**src/rtl/voice_allocator.sv**
```systemverilog
// ---------------------------------------------------------------------------
// voice_allocator
//
// Polyphonic voice allocator for the logic-noise synth. It debounces eight
// active-low note keys and hands each held key to one of NUM_VOICES shared
// oscillator voices. A released key frees its voice. When no voice is free,
// a new press steals the least-recently-allocated voice.
//
// Build option:
//   VOICE_STEAL_EN  defined   -> a press with no free voice steals the oldest
//                               voice.
//                   undefined -> such a press only pulses full_evt. All voices
//                               and ranks stay unchanged, and the dropped key
//                               never sounds.
//
// Parameters:
//   NUM_VOICES     number of shared voices (2..8)
//   DEBOUNCE_BITS  width of the debounce divider; one sample tick every
//                  2^DEBOUNCE_BITS clocks (>= 1)
//
// Ports:
//   clk         system clock
//   rst         asynchronous, active-high reset
//   btn[7:0]    raw note keys, active-low; bit k is note k
//   voice_note  3-bit note index per voice; voice v is at bits [3v+2:3v]
//   voice_gate  1 = voice v is sounding
//   key_held    debounced pressed state per key (active-high)
//   full_evt    one-cycle pulse during a press that finds no free voice
// ---------------------------------------------------------------------------
module voice_allocator #(
  parameter int NUM_VOICES    = 4,
  parameter int DEBOUNCE_BITS = 16
) (
  input  logic                      clk,
  input  logic                      rst,
  input  logic [7:0]                btn,
  output logic [3*NUM_VOICES-1:0]   voice_note,
  output logic [NUM_VOICES-1:0]     voice_gate,
  output logic [7:0]                key_held,
  output logic                      full_evt
);

  localparam logic [2:0] OLDEST = 3'(NUM_VOICES - 1);

  typedef enum logic [1:0] {
    ST_IDLE,
    ST_REL,
    ST_PRESS
  } state_t;

  // -------------------------------------------------------------------------
  // Input synchronizer and debounce divider
  // -------------------------------------------------------------------------
  logic [7:0]               sync1_q, sync2_q;
  logic [DEBOUNCE_BITS-1:0] div_q;
  logic                     tick;

  always_ff @(posedge clk or posedge rst) begin
    if (rst) begin
      sync1_q <= '0;
      sync2_q <= '0;
      div_q   <= '0;
    end else begin
      sync1_q <= ~btn;
      sync2_q <= sync1_q;
      div_q   <= div_q + 1'b1;
    end
  end

  assign tick = (div_q == '0);

  // -------------------------------------------------------------------------
  // Debounce and pending-event masks
  // -------------------------------------------------------------------------
  state_t     state_q;
  logic [2:0] key_q;

  logic [7:0] prev_q, prev_d;
  logic [7:0] held_q, held_d;
  logic [7:0] press_pend_q, press_pend_d;
  logic [7:0] rel_pend_q, rel_pend_d;
  logic [7:0] press_clr, rel_clr;

  // The event being serviced this cycle retires its pending bit.
  assign press_clr = (state_q == ST_PRESS) ? (8'd1 << key_q) : 8'd0;
  assign rel_clr   = (state_q == ST_REL)   ? (8'd1 << key_q) : 8'd0;

  always_comb begin
    prev_d       = prev_q;
    held_d       = held_q;
    // Retire first, so an edge detected in the same cycle as the service of
    // that key starts a fresh pending event instead of being swallowed.
    press_pend_d = press_pend_q & ~press_clr;
    rel_pend_d   = rel_pend_q & ~rel_clr;
    if (tick) begin
      prev_d = sync2_q;
      for (int k = 0; k < 8; k++) begin
        // Two equal consecutive tick samples that disagree with the held
        // state commit a change.
        if ((sync2_q[k] == prev_q[k]) && (sync2_q[k] != held_q[k])) begin
          held_d[k] = sync2_q[k];
          if (sync2_q[k]) begin
            press_pend_d[k] = 1'b1;
          end else if (press_pend_d[k]) begin
            // Press never serviced: the press and release cancel out.
            press_pend_d[k] = 1'b0;
          end else begin
            rel_pend_d[k] = 1'b1;
          end
        end
      end
    end
  end

  always_ff @(posedge clk or posedge rst) begin
    if (rst) begin
      prev_q       <= '0;
      held_q       <= '0;
      press_pend_q <= '0;
      rel_pend_q   <= '0;
    end else begin
      prev_q       <= prev_d;
      held_q       <= held_d;
      press_pend_q <= press_pend_d;
      rel_pend_q   <= rel_pend_d;
    end
  end

  // -------------------------------------------------------------------------
  // Voice state and press target selection
  // -------------------------------------------------------------------------
  logic [2:0]            note_q [NUM_VOICES];
  logic [2:0]            rank_q [NUM_VOICES];
  logic [NUM_VOICES-1:0] gate_q;
  logic                  full_q;

  logic       free_found;
  logic [2:0] free_idx;
  logic [2:0] oldest_idx;
  logic [2:0] tgt;
  logic [2:0] tgt_rank;
  logic       alloc_en;

  always_comb begin
    free_found = 1'b0;
    free_idx   = '0;
    oldest_idx = '0;
    tgt_rank   = '0;
    // Walk downwards so the lowest-index free voice wins.
    for (int v = NUM_VOICES - 1; v >= 0; v--) begin
      if (!gate_q[v]) begin
        free_found = 1'b1;
        free_idx   = 3'(v);
      end
    end
    for (int v = 0; v < NUM_VOICES; v++) begin
      if (rank_q[v] == OLDEST) begin
        oldest_idx = 3'(v);
      end
    end
    tgt = free_found ? free_idx : oldest_idx;
    for (int v = 0; v < NUM_VOICES; v++) begin
      if (3'(v) == tgt) begin
        tgt_rank = rank_q[v];
      end
    end
  end

`ifdef VOICE_STEAL_EN
  assign alloc_en = 1'b1;
`else
  assign alloc_en = free_found;
`endif

  // -------------------------------------------------------------------------
  // Event FSM: releases have priority over presses, lowest key first.
  // -------------------------------------------------------------------------
  always_ff @(posedge clk or posedge rst) begin
    if (rst) begin
      state_q <= ST_IDLE;
      key_q   <= '0;
      full_q  <= 1'b0;
      gate_q  <= '0;
      for (int v = 0; v < NUM_VOICES; v++) begin
        note_q[v] <= '0;
        rank_q[v] <= 3'(v);
      end
    end else begin
      case (state_q)
        ST_IDLE: begin
          full_q <= 1'b0;
          if (|rel_pend_q) begin
            key_q   <= lowest8(rel_pend_q);
            state_q <= ST_REL;
          end else if (|press_pend_q) begin
            key_q   <= lowest8(press_pend_q);
            state_q <= ST_PRESS;
            // Voices only change in REL/PRESS, so fullness seen now is the
            // fullness the PRESS cycle will see; registering it here makes
            // full_evt coincide exactly with that PRESS cycle.
            full_q  <= &gate_q;
          end
        end

        ST_REL: begin
          // A stolen voice carries a different note, so a release of a
          // dropped key matches nothing and is a no-op.
          for (int v = 0; v < NUM_VOICES; v++) begin
            if (gate_q[v] && (note_q[v] == key_q)) begin
              gate_q[v] <= 1'b0;
            end
          end
          state_q <= ST_IDLE;
        end

        ST_PRESS: begin
          full_q <= 1'b0;
          // The pending bit can vanish while this press was being latched,
          // when a release landed right behind it; skip the allocation then
          // so no voice is left gated with no release to come.
          if (press_pend_q[key_q] && alloc_en) begin
            for (int v = 0; v < NUM_VOICES; v++) begin
              if (3'(v) == tgt) begin
                note_q[v] <= key_q;
                gate_q[v] <= 1'b1;
                rank_q[v] <= '0;
              end else if (rank_q[v] < tgt_rank) begin
                rank_q[v] <= rank_q[v] + 3'd1;
              end
            end
          end
          state_q <= ST_IDLE;
        end

        default: state_q <= ST_IDLE;
      endcase
    end
  end

  function automatic logic [2:0] lowest8(input logic [7:0] m);
    logic [2:0] r;
    r = '0;
    for (int i = 7; i >= 0; i--) begin
      if (m[i]) begin
        r = 3'(i);
      end
    end
    return r;
  endfunction

  // -------------------------------------------------------------------------
  // Outputs
  // -------------------------------------------------------------------------
  genvar gi;
  generate
    for (gi = 0; gi < NUM_VOICES; gi++) begin : g_note_out
      assign voice_note[3*gi +: 3] = note_q[gi];
    end
  endgenerate

  assign voice_gate = gate_q;
  assign key_held   = held_q;
  assign full_evt   = full_q;

endmodule

```
**config.mk**
```make
export PLATFORM = sky130hd
export DESIGN_NAME = voice_allocator
export DESIGN_NICKNAME = d
export VERILOG_FILES = /design/src/rtl/voice_allocator.sv
export SDC_FILE = /design/constraint.sdc
export NUM_CORES = 1
export LEC_CHECK = 0
export CAP_MARGIN = 20
export CORE_MARGIN = 2
export CORE_UTILIZATION = 58
export DETAILED_ROUTE_END_ITERATION = 12
export PLACE_DENSITY = 0.79
export REMOVE_ABC_BUFFERS = 1
export SLEW_MARGIN = 15
export SYNTH_ARGS = -nofsm -noshare
export SYNTH_HDL_FRONTEND = slang
export SYNTH_SLANG_ARGS = --single-unit
```
**constraint.sdc**
```tcl
create_clock -name clk -period 8 [get_ports clk]
set_clock_uncertainty 0.15 [all_clocks]
set_input_delay 1.6 -clock clk [delete_from_list [all_inputs] [get_ports clk]]
set_output_delay 1.6 -clock clk [all_outputs]
set_load 0.02 [all_outputs]
```
==> impl_metrics.env, run 1 <==
export IMPL_slew_headroom_pct=41.11
export IMPL_drcViolationCount=0
export IMPL_clkTransAtPathRegs_ns=0.10
export IMPL_report_final_slew_viol_count=0
export IMPL_power_leakage_nw=2.512
export IMPL_grt_pass1_wl_um=17540
export IMPL_internal_power_w=0.0006828
export IMPL_synth_distinct_cells=61
export IMPL_antenna_found_initial=0
export IMPL_final_antenna_net_count=0
export IMPL_syn_instance_count=492
export IMPL_synth_edf_count=0
export IMPL_p_clk_share_pct=40.7
export IMPL_dieHeight_um=96.24
export IMPL_stdcell_area_mm2=0.005579
export IMPL_status="finished clean"
export IMPL_clock_latency_ns=0.37
export IMPL_clock_path_buffers=2
export IMPL_track_usage_pct=24.63
export IMPL_wirelength_um=10260
export IMPL_synth_ff_type="dfrtp_1"
export IMPL_worstPathArrival_ns=4.12
export IMPL_gp_congestion=0.9125
export IMPL_criticalPathCategory="register to register"
export IMPL_endpoint_kind="register"
export IMPL_start_kind="register"
export IMPL_synth_seq_area_share_pct=49.80
export IMPL_grt_max_degree=87
export IMPL_synthArstFlopShare_pct=100.0
export IMPL_final_nets=548
export IMPL_area_growth_pct=13.06
export IMPL_worstMarginPinSlew_ns=0.8807
export IMPL_min_path_type="register to register"
export IMPL_synth_area_per_cell_um2=10.03
export IMPL_required_ns=8.16
export IMPL_cts_tree="built"
export IMPL_yosys_top_cells_count="dfrtp_1 (94), o21ai_0 (46), nand2_1 (44), inv_1 (40), nor2_1 (29)"
export IMPL_post_dp_hpwl_um=7192
export IMPL_hold_buffers=0
export IMPL_grt_pass1_vias=3682
export IMPL_cts_buffers=9
export IMPL_port_buffers=34
export IMPL_stdcell_count=635
export IMPL_yosysTopAreaCellShare_pct=47.67
export IMPL_fin_util_pct=67.90
export IMPL_rows=33
export IMPL_drive_gt1_share_pct=9.623
export IMPL_cts_resized=0
export IMPL_synth_top_area_cell="dfrtp_1"
export IMPL_power_density_mw_per_mm2=156.2
export IMPL_timing_fmax_mhz=252.8
export IMPL_vdd_drop_max_mv=0.1447
export IMPL_rsz0062_at_grt="false"
export IMPL_ys_ff_latch=98
export IMPL_final_min_period_over_clock_period_pct=49.44
export IMPL_overflow=0
export IMPL_start_util_pct=60.06
export IMPL_diodes=0
export IMPL_timing_setup_tns_ns=0
export IMPL_fin_crit_ns=3.956
export IMPL_synth_area_mm2=0.004935
export IMPL_postCtsSetupBuffers=0
export IMPL_first_iter_violations=217
export IMPL_seqPwrFrac_pct=57.5
export IMPL_synth_area_leaders="dfrtp_1 (48%), o21ai_0 (4.7%), nand2_1 (3.3%), ha_1 (3.3%), inv_1 (3.0%)"
export IMPL_cp_max_fo=11
export IMPL_dpl_cell_count=619
export IMPL_p_comb_share_pct=1.8
export IMPL_core_area_mm2=0.008217
export IMPL_hold_viol=0
export IMPL_htreeDepth=3
export IMPL_finalSetupViolations=0
export IMPL_wl_per_cell_um=16.16
export IMPL_cap_viol_max_count=0
export IMPL_io_pins=35
export IMPL_first_pass_iters=5
export IMPL_synth_warnings=0
export IMPL_clockRootBuffer="clkbuf_8"
export IMPL_yosysMostFrequentCell="dfrtp_1"
export IMPL_dpl_cell_area_mm2=0.005358
export IMPL_p_sw_share_pct=21.67
export IMPL_power_w=0.0008717
export IMPL_p_sw_w=0.0001889
export IMPL_dieArea_mm2=0.009262
export IMPL_vias=3757
export IMPL_cts_sinks=98
export IMPL_die_width_um=96.24
export IMPL_viasPerCell=5.917
==> cell type report <==
type,instances,area (um^2)
clock buffer,11,131.4
clock inverter,5,86.33
fill,643,2638
inverter,41,156.4
multi-input combinational,340,2265
sequential,98,2457
tap,105,131.4
timing repair buffer,35,351.6
==> flip-flops by register name (all words and copies together) (netlist names) <==
name and cells:
div_q 16, rank_q 12, voice_note 12, key_held 8, press_pend_q 8, prev_q 8
rel_pend_q 8, sync1_q 8, sync2_q 8, voice_gate 4, key_q 3, state_q 2
full_evt 1
==> kinds of logic (layout without fill, tap and decap cells) <==
family / count (synthesis) / in the layout / synth area share, %
adder cells (fa/ha/maj): 15 / 15 / 3.753
AND/OR/NAND/NOR: 150 / 150 / 15.11
AO/OA/AOI/OAI: 127 / 127 / 17.01
multiplexers: 22 / 22 / 5.400
flip-flops: 98 / 98 / 49.80
buffers and inverters: 54 / 92 / 4.310
XOR/XNOR: 26 / 26 / 4.615
==> power groups by stage <==
stage                     Sequential [W]  Combinational, W  Clock [W]
after floorplan                 0.000511        0.00000834          0
after detailed placement        0.000511         0.0000162          0
after global routing            0.000502         0.0000185   0.000381
after global placement          0.000511         0.0000158          0
final                           0.000501         0.0000156   0.000355
after CTS                       0.000501         0.0000163   0.000360
==> worst max-delay path, stage by stage (launching register included) <==
cell      delay (ns)
dfstp_2         0.42
ha_1            0.20
ha_1            0.22
nand2b_1        0.21
o311ai_2        0.66
a21oi_1         0.14
o21ai_0         0.51
ha_1            0.36
a21boi_1        0.13
a211o_1         0.34
or4b_1          0.47
nand3_1         0.10
==> per-stage QoR <==
stage          setup slack, ns  hold slack (ns)
2_1_floorplan            3.695           0.1812
3_3_place_gp             4.214           0.1827
3_5_place_dp             4.110           0.1855
4_1_cts                  4.074           0.2053
5_1_grt                  3.815           0.2090
6_report                 4.044           0.2054
==> layer usage <==
| metal | up-vias | routed length [um] | track usage, % |
|---|---|---|---|
| met5 | - | 0 | 0 |
| met4 | 0 | 148 | 8.571 |
| met1 | 1836 | 4777 | 33.84 |
| li1 | 1813 | - | - |
| met3 | 12 | 421 | 3.524 |
| met2 | 96 | 4913 | 40.16 |
==> placed cells by master, fill, tap and decap left out, types with 10 or more instances in the layout <==
master and instances:
nand2b_1 10, clkdlybuf4s50_1 34, nor2_1 29, inv_1 39
nand3_1 14, nor3_1 14, xnor2_1 17, mux2_2 13
nand2_1 44, ha_1 13, a21oi_1 27, dfrtp_1 94
o21ai_0 46
==> worst paths after layout <==
| check | slack (ns) | to | from | cells after the start |
|---|---|---|---|---|
| max | 4.04 | rank_q[11] | rank_q[0] | 11 |
| min | 0.21 | sync2_q[3] | sync1_q[3] | 0 |
| max reg2reg | 4.04 | rank_q[11] | rank_q[0] | 11 |
| min reg2reg | 0.21 | sync2_q[3] | sync1_q[3] | 0 |
| max in group asynchronous | 5.38 | div_q[11] | rst | 3 |
| min in group asynchronous | 1.33 | voice_note[6] | rst | 2 |
Power figures use the tool's default switching activity.
==> run 2: changes to the inputs <==
Settings changed: CORE_UTILIZATION 58 to 53, PLACE_DENSITY 0.79 to 0.76.
Clock period 8 ns to 3.45 ns, I/O delays scaled along.
==> run 2 against run 1 <==
Compared with the run above: core utilization is 6.4 points lower; combinational power grew 140%; sequential share of layout area fell by 0.36 points; critical path depth increased by 1.
==> impl_metrics.env, run 2 (same netlist as run 1, synthesis figures left out) <==
export IMPL_status="finished clean"
export IMPL_cts_buffers=9
export IMPL_die_width_um=100.5
export IMPL_largest_reg_flops=16
export IMPL_vias=3821
export IMPL_cap_viol_max_count=0
export IMPL_grt_max_degree=42
export IMPL_port_buffers=34
export IMPL_power_w=0.001928
export IMPL_grt_pass1_wl_um=17800
export IMPL_wirelength_um=10120
export IMPL_rows=35
export IMPL_post_dp_hpwl_um=7358
export IMPL_required_ns=3.59
export IMPL_report_final_slew_viol_count=0
export IMPL_antenna_found_initial=0
export IMPL_start_util_pct=53.92
export IMPL_clockRootBuffer="clkbuf_8"
export IMPL_fin_crit_ns=3.304
export IMPL_timing_setup_tns_ns=0
export IMPL_min_path_type="register to register"
export IMPL_worstPathArrival_ns=3.45
export IMPL_slew_headroom_pct=56.22
export IMPL_power_leakage_nw=2.523
export IMPL_clock_path_buffers=2
export IMPL_track_usage_pct=21.84
export IMPL_wl_per_cell_um=15.66
export IMPL_htreeDepth=3
export IMPL_diodes=0
export IMPL_dieHeight_um=100.5
export IMPL_final_common_cell="dfrtp_1"
export IMPL_finalSetupViolations=0
export IMPL_overflow=0
export IMPL_clock_latency_ns=0.36
export IMPL_grt_pass1_vias=3941
export IMPL_first_pass_iters=4
export IMPL_cp_max_fo=8
export IMPL_postCtsSetupBuffers=0
export IMPL_core_area_mm2=0.009153
export IMPL_clkTransAtPathRegs_ns=0.10
export IMPL_top_register="div_q"
export IMPL_hold_viol=0
export IMPL_area_growth_pct=14.00
export IMPL_final_nets=554
export IMPL_power_density_mw_per_mm2=342.7
export IMPL_endpoint_kind="register"
export IMPL_drcViolationCount=0
export IMPL_drive_gt1_share_pct=11.03
export IMPL_timing_fmax_mhz=302.6
export IMPL_worstMarginPinSlew_ns=0.6567
export IMPL_vdd_drop_max_mv=0.1881
export IMPL_final_min_period_over_clock_period_pct=95.78
export IMPL_viasPerCell=5.915
export IMPL_criticalPathCategory="register to register"
export IMPL_io_pins=35
export IMPL_cts_tree="built"
export IMPL_dieArea_mm2=0.01010
export IMPL_start_kind="register"
export IMPL_final_antenna_net_count=0
export IMPL_layout_common_cells="dfrtp_1 (94), o21ai_0 (45), nand2_1 (44), inv_1 (39), clkdlybuf4s50_1 (34)"
export IMPL_cts_sinks=98
export IMPL_gp_congestion=0.8779
export IMPL_first_iter_violations=186
## run 2: final timing paths
path                            start  depth (start not counted)  slack (ns)     endpoint
min reg2reg                sync1_q[6]                          0        0.20   sync2_q[6]
max reg2reg                 rank_q[0]                         12        0.15   rank_q[11]
min in group asynchronous         rst                          2        0.54  key_held[6]
min                        sync1_q[6]                          0        0.20   sync2_q[6]
max in group asynchronous         rst                          3        1.94     div_q[2]
max                         rank_q[0]                         12        0.15   rank_q[11]
## run 2: routing by layer
metal / wire length [um] / global-route usage [%]
met1: 4576 / 28.41
met2: 4943 / 37.38
met3: 438 / 4.161
met4: 158 / 6.428
met5: 0 / 0
## run 2: per-stage QoR
step	setup slack (ns)	cells	area, um^2	utilization (%)	hold slack, ns
6_report	0.1455	646	5625	61.46	0.2049
5_1_grt	-0.01675	646	5625	61.46	0.2150
4_1_cts	0.1017	646	5613	61.33	0.2097
3_5_place_dp	0.1198	631	5423	59.25	0.1889
3_3_place_gp	0.2460	631	5423	59.25	0.1832
2_1_floorplan	-0.01774	479	4876	-	0.1812
## run 2: cell type report
class | count | area, um^2
fillers | 753 | 3527
flip-flops and latches | 98 | 2457
inverters | 41 | 156.4
well taps | 111 | 138.9
multi-input cells | 340 | 2277
repair buffers | 41 | 405.4
clock inverters | 6 | 66.31
clock buffers | 9 | 123.9
## run 2: where the power goes
part / internal, W / switching (W)
Combinational: 0.0000132 / 0.0000248
Clock: 0.000332 / 0.000394
Sequential: 0.00116 / 0.00000570
Total: 0.00150 / 0.000425
## run 2: worst max-delay path, stage by stage, from the launching register on
cell      delay (ns)
dfstp_2         0.42
ha_1            0.21
ha_1            0.21
nand2b_1        0.22
o311ai_4        0.37
nand2_1         0.09
o211ai_1        0.10
o21ai_1         0.12
ha_1            0.31
a21boi_1        0.14
a211o_1         0.34
or4b_1          0.47
nand3_1         0.09
## run 2: timing repair
| action | CTS | global route |
|---|---|---|
| endpoints found under the setup margin | 0 | 1 |
| resized for setup | 0 | 3 |
| hold buffers | 0 | 0 |
